==> config.mk <==
export PLATFORM = sky130hd
export DESIGN_NAME = uart_tx_fifo
export DESIGN_NICKNAME = d
export VERILOG_FILES = /design/src/rtl/uart_pkg.sv /design/src/rtl/uart_fifo_ram.sv /design/src/rtl/uart_tx_fifo.sv
export SDC_FILE = /design/constraint.sdc
export NUM_CORES = 1
export LEC_CHECK = 0
export BUFFER_PORTS_ARGS = -buffer_cell sky130_fd_sc_hd__buf_2
export CORE_MARGIN = 1.5
export CORE_UTILIZATION = 33
export CTS_CLUSTER_DIAMETER = 150
export CTS_CLUSTER_SIZE = 30
export DETAILED_ROUTE_END_ITERATION = 12
export GPL_TIMING_DRIVEN = 0
export PLACE_DENSITY = 0.54
export SYNTH_ARGS = -nofsm -noshare
export SYNTH_HDL_FRONTEND = slang
export SYNTH_HIERARCHICAL = 1
export SYNTH_SLANG_ARGS = --single-unit
==> constraint.sdc <==
create_clock -name clk -period 5.1 [get_ports clk]
set_input_delay 0.51 -clock clk [delete_from_list [all_inputs] [get_ports clk]]
set_output_delay 0.51 -clock clk [all_outputs]
set_load 0.02 [all_outputs]
==> src/rtl/uart_pkg.sv <==
// Shared UART constants and the TX FIFO hold-register state type.
package uart_pkg;

  localparam int UART_DATA_WIDTH = 8;
  localparam int CLK_FRE         = 50;      // MHz
  localparam int BAUD_RATE       = 115200;

  typedef enum logic {
    H_EMPTY  = 1'b0,
    H_LOADED = 1'b1
  } hold_state_t;

endpackage

==> src/rtl/uart_fifo_ram.sv <==
// Simple dual-port RAM for the UART TX FIFO: synchronous write and asynchronous read.
module uart_fifo_ram #(
  parameter int ADDR_WIDTH = 4,
  parameter int DATA_WIDTH = 8
) (
  input  logic                  clk,
  input  logic                  i_we,
  input  logic [ADDR_WIDTH-1:0] i_waddr,
  input  logic [DATA_WIDTH-1:0] i_wdata,
  input  logic [ADDR_WIDTH-1:0] i_raddr,
  output logic [DATA_WIDTH-1:0] o_rdata
);

  localparam int DEPTH = 2**ADDR_WIDTH;

  logic [DATA_WIDTH-1:0] r_mem [DEPTH];

  always_ff @(posedge clk) begin
    if (i_we) r_mem[i_waddr] <= i_wdata;
  end

  assign o_rdata = r_mem[i_raddr];

endmodule

==> src/rtl/uart_tx_fifo.sv <==
// Byte FIFO ahead of the UART transmitter: RAM plus one output hold register,
// with fill level, almost-full and a sticky overflow flag.
module uart_tx_fifo
  import uart_pkg::*;
#(
  parameter int DATA_WIDTH  = UART_DATA_WIDTH,
  parameter int ADDR_WIDTH  = 4,
  parameter int AFULL_LEVEL = 12
) (
  input  logic                  clk,
  input  logic                  rst_n,
  input  logic                  flush,
  input  logic [DATA_WIDTH-1:0] in_data,
  input  logic                  in_valid,
  output logic                  in_ready,
  output logic [DATA_WIDTH-1:0] out_data,
  output logic                  out_valid,
  input  logic                  out_ready,
  output logic [ADDR_WIDTH:0]   level,
  output logic                  almost_full,
  output logic                  overflow,
  input  logic                  clr_overflow
);

  localparam int                DEPTH   = 2**ADDR_WIDTH;
  localparam logic [ADDR_WIDTH:0] L_CAP   = (ADDR_WIDTH+1)'(DEPTH + 1);
  localparam logic [ADDR_WIDTH:0] L_AFULL = (ADDR_WIDTH+1)'(AFULL_LEVEL);
  localparam logic [ADDR_WIDTH:0] L_ONE   = (ADDR_WIDTH+1)'(1);

  if (AFULL_LEVEL > DEPTH + 1 || AFULL_LEVEL < 0) begin : g_bad_afull
    $error("uart_tx_fifo: AFULL_LEVEL must lie in 0..DEPTH+1");
  end

  logic [ADDR_WIDTH:0]   r_wr_ptr;
  logic [ADDR_WIDTH:0]   r_rd_ptr;
  logic [ADDR_WIDTH:0]   r_level;
  logic [DATA_WIDTH-1:0] r_hold;
  logic                  r_overflow;
  hold_state_t           r_state;
  hold_state_t           w_state_nxt;

  logic                  w_full;
  logic                  w_ram_empty;
  logic                  w_wr_en;
  logic                  w_pop;
  logic                  w_load;
  logic [DATA_WIDTH-1:0] w_ram_rdata;

  // Full is judged on the whole capacity (RAM + hold) from registered level only.
  assign w_full      = (r_level == L_CAP);
  assign w_ram_empty = (r_wr_ptr == r_rd_ptr);
  assign w_wr_en     = in_valid && !w_full && !flush;

  assign in_ready    = !w_full;
  assign out_valid   = w_pop;
  assign out_data    = r_hold;
  assign level       = r_level;
  assign almost_full = (r_level >= L_AFULL);
  assign overflow    = r_overflow;

  uart_fifo_ram #(
    .ADDR_WIDTH (ADDR_WIDTH),
    .DATA_WIDTH (DATA_WIDTH)
  ) u_ram (
    .clk     (clk),
    .i_we    (w_wr_en),
    .i_waddr (r_wr_ptr[ADDR_WIDTH-1:0]),
    .i_wdata (in_data),
    .i_raddr (r_rd_ptr[ADDR_WIDTH-1:0]),
    .o_rdata (w_ram_rdata)
  );

  always_ff @(posedge clk or negedge rst_n) begin
    if (!rst_n) r_state <= H_EMPTY;
    else        r_state <= w_state_nxt;
  end

  // The byte is only offered while the transmitter is ready; a pop with the
  // RAM non-empty reloads the hold register in the same cycle.
  always_comb begin
    w_state_nxt = r_state;
    w_pop       = 1'b0;
    w_load      = 1'b0;
    if (flush) begin
      w_state_nxt = H_EMPTY;
    end else begin
      case (r_state)
        H_EMPTY: begin
          if (!w_ram_empty) begin
            w_load      = 1'b1;
            w_state_nxt = H_LOADED;
          end
        end
        H_LOADED: begin
          if (out_ready) begin
            w_pop = 1'b1;
            if (w_ram_empty) w_state_nxt = H_EMPTY;
            else             w_load      = 1'b1;
          end
        end
        default: w_state_nxt = H_EMPTY;
      endcase
    end
  end

  always_ff @(posedge clk or negedge rst_n) begin
    if (!rst_n) begin
      r_wr_ptr   <= '0;
      r_rd_ptr   <= '0;
      r_level    <= '0;
      r_hold     <= '0;
      r_overflow <= 1'b0;
    end else begin
      if (flush) begin
        r_wr_ptr <= '0;
        r_rd_ptr <= '0;
        r_level  <= '0;
        r_hold   <= '0;
      end else begin
        if (w_wr_en) r_wr_ptr <= r_wr_ptr + L_ONE;
        if (w_load) begin
          r_hold   <= w_ram_rdata;
          r_rd_ptr <= r_rd_ptr + L_ONE;
        end
        case ({w_wr_en, w_pop})
          2'b10:   r_level <= r_level + L_ONE;
          2'b01:   r_level <= r_level - L_ONE;
          default: r_level <= r_level;
        endcase
      end
      if (in_valid && w_full && !flush) r_overflow <= 1'b1;
      else if (clr_overflow)            r_overflow <= 1'b0;
    end
  end

endmodule
==> flow_summary.json <==
{
  "status": "complete, no violations",
  "ys_warn_count": 6,
  "initial_core_util_pct": 33.9,
  "critPathCaptureType": "flop",
  "finalClockSkew_ns": 0.00841,
  "dr.pass1.iters": 4,
  "cts_resized": 0,
  "clockRootBuffer": "clkbuf_16",
  "syn-cell-area_um2": 6380,
  "die-area_um2": 20200,
  "cp_top_family": "simple AND/OR/NAND/NOR gates",
  "wl_per_cell_um": 19.7,
  "fp.coreArea_um2": 18800,
  "setup_violations": 0,
  "yosysTopAreaCellShare_pct": 60.2,
  "tritoncts": "yes",
  "stdcell_count": 670,
  "synth_flop_cell": "edfxtp_1",
  "antenna_found_initial": 0,
  "numCtsBuffers": 17,
  "viasPerCell": 4.86,
  "vias": 3256,
  "max-slew-margin-rel_pct": 31.8,
  "totalWireLength_um": 13200,
  "grt_max_degree": 26,
  "io_pins": 31,
  "ir_drop_v": 0.000253,
  "drive_above_1_share_pct": 25.1,
  "nets": 420,
  "drc": 0,
  "postRouteAntennaNets": 0,
  "worstMarginPinSlew_ns": 1.02,
  "dp.cells": 641,
  "max-cap-violations": 0,
  "p_leak_nw": 2.67,
  "yosysSeqAreaShare_pct": 70.0,
  "path_max_fanout": 5,
  "place.gp.congestion": 0.700,
  "holdWs_ns": 0.0871,
  "h-tree-depth": 4,
  "syn_nets": 370,
  "cts_buffer_depth": 2,
  "syn-instance-count": 350,
  "cp_data_required_time_ns": 5.40,
  "syn2layout_area_growth_pct": 16.8,
  "final_cell_mix": "edfxtp_1 (128), nor2_1 (38), buf_2 (34)",
  "dieHeight_um": 142,
  "dp_hpwl_um": 8510,
  "worst-path-buf-inv": 0,
  "grt_pass1_wl_um": 20400,
  "postSynthAreaPerCell_um2": 18.2,
  "path_class": "flop to flop",
  "grt_pass1_vias": 3416,
  "fin_crit_ns": 2.77,
  "die-width_um": 142,
  "grt_setup_unrepaired": "no",
  "cts_setup_buffers": 0,
  "ctsHoldBuffers": 0,
  "synth_area_leaders": "edfxtp_1 (60%), dfrtp_1 (9.8%), mux4_2 (6.4%)",
  "hold_path.class": "primary input to async pin",
  "drv_slew": 0,
  "fmax_mhz": 361,
  "cp_cell_sequence": "nor4b_4, nand2_1, nand2_1, nand2_1, fa_1, or2b_1, a21oi_1, nor3_2, a31oi_1, mux2_1",
  "synthArstFlopShare_pct": 16.3,
  "setup-tns-final_ns": 0,
  "final-hold-violation-count": 0,
  "port_buffers": 30,
  "std_cell_rows": 50,
  "p_per_area_nw_per_um2": 458,
  "n_antenna_cell": 0,
  "cts_sinks": 153,
  "drt_iter0_drc": 185,
  "min_period_over_period_pct": 54.3,
  "crit_path_top_delay_cell": "dfrtp_1",
  "crit_top_cell": "nand2_1",
  "cp-start-kind": "flop",
  "cts.clk_slew.worst_paths_ns": 0.06,
  "layout_commonest_cell": "edfxtp_1",
  "ys_seq_elements": 153,
  "synthDistinctLibCells": 44,
  "yosysTopAreaCell": "edfxtp_1",
  "grt.overflow.total": 0,
  "cpPeakStageDelay_ns": 0.44,
  "grt_usage_pct": 14.4,
  "synth_edf_count": 128,
  "clock_latency_ns": 0.42,
  "crit_arrival_ns": 3.07
}
-- final timing paths --
kind                               from          end  slack, ns  depth (start not counted)
setup / recovery               level[1]     level[4]       2.33                         10
hold / removal                    rst_n     level[0]       0.09                          1
setup reg to reg               level[1]     level[4]       2.33                         10
hold reg to reg             out_data[7]  out_data[7]       0.54                          2
max in group asynchronous         rst_n  out_data[6]       4.61                          1
min in group clk           clr_overflow     overflow       0.28                          2
-- worst register-to-register path, stage by stage, from the launching register on --
cell	delay, ns
dfrtp_1	0.44
nor4b_4	0.38
nand2_1	0.14
nand2_1	0.16
nand2_1	0.11
fa_1	0.42
or2b_1	0.24
a21oi_1	0.21
nor3_2	0.06
a31oi_1	0.16
mux2_1	0.34
-- cells by family after synthesis --
family          share of synthesized area, %
compound gates                          3.78
xor+xnor                                2.08
fa+ha+maj                               1.29
simple gates                            6.43
mux                                     14.2
buf+inv                                 2.21
flops                                   70.0
-- per-layer routing --
metal	global-route usage [%]	vias to the layer above	share of wire (%)	wire, µm
met5	0	-	0	0
li1	-	1484	-	-
met4	6.19	0	1.8	243
met1	18.9	1670	44	5820
met2	22.7	86	48	6300
met3	3.47	16	6.1	807
-- stage by stage --
stage | utilization [%] | power, mW | cell area [µm²] | worst slack (ns)
after floorplan | - | 2.00 | 6380 | 2.31
after global placement | 36.4 | 2.19 | 6860 | 1.55
after detailed placement | 36.5 | 2.21 | 6880 | 2.00
after CTS | 39.6 | 3.46 | 7460 | 2.30
after global routing | 39.6 | 3.57 | 7460 | 2.08
final | 39.6 | 3.42 | 7460 | 2.33
-- power by group --
part / switching, mW / leakage (nW) / total (mW) / internal [mW]
logic: 0.371 / 0.896 / 0.704 / 0.332
registers: 0.0602 / 1.49 / 1.47 / 1.41
clock network: 0.483 / 0.283 / 1.25 / 0.763
total: 0.915 / 2.67 / 3.42 / 2.50
-- cells in the mapped netlist, drive strengths merged, types with 6 or more instances --
master	instances
a21oi	6
a22oi	16
buf	8
dfrtp	25
edfxtp	128
inv	6
mux2i	11
mux4	32
nand2	16
nor2	38
nor3	7
xor2	8
-- final cells by class --
class | instances | area, µm²
fillers | 1732 | 11400
inverters | 6 | 22.5
well taps | 260 | 325
clock inverters | 11 | 148
plain buffers | 14 | 119
flip-flops and latches | 153 | 4470
clock buffers | 18 | 429
repair buffers | 31 | 155
multi-input cells | 177 | 1790
-- registers in the layout (all words and copies together) (netlist names) --
register	cells
overflow	1
r_rd_ptr	5
u_ram/r_mem	128
r_state	1
r_wr_ptr	5
level	5
out_data	8
(Power assumes the default switching activity.)
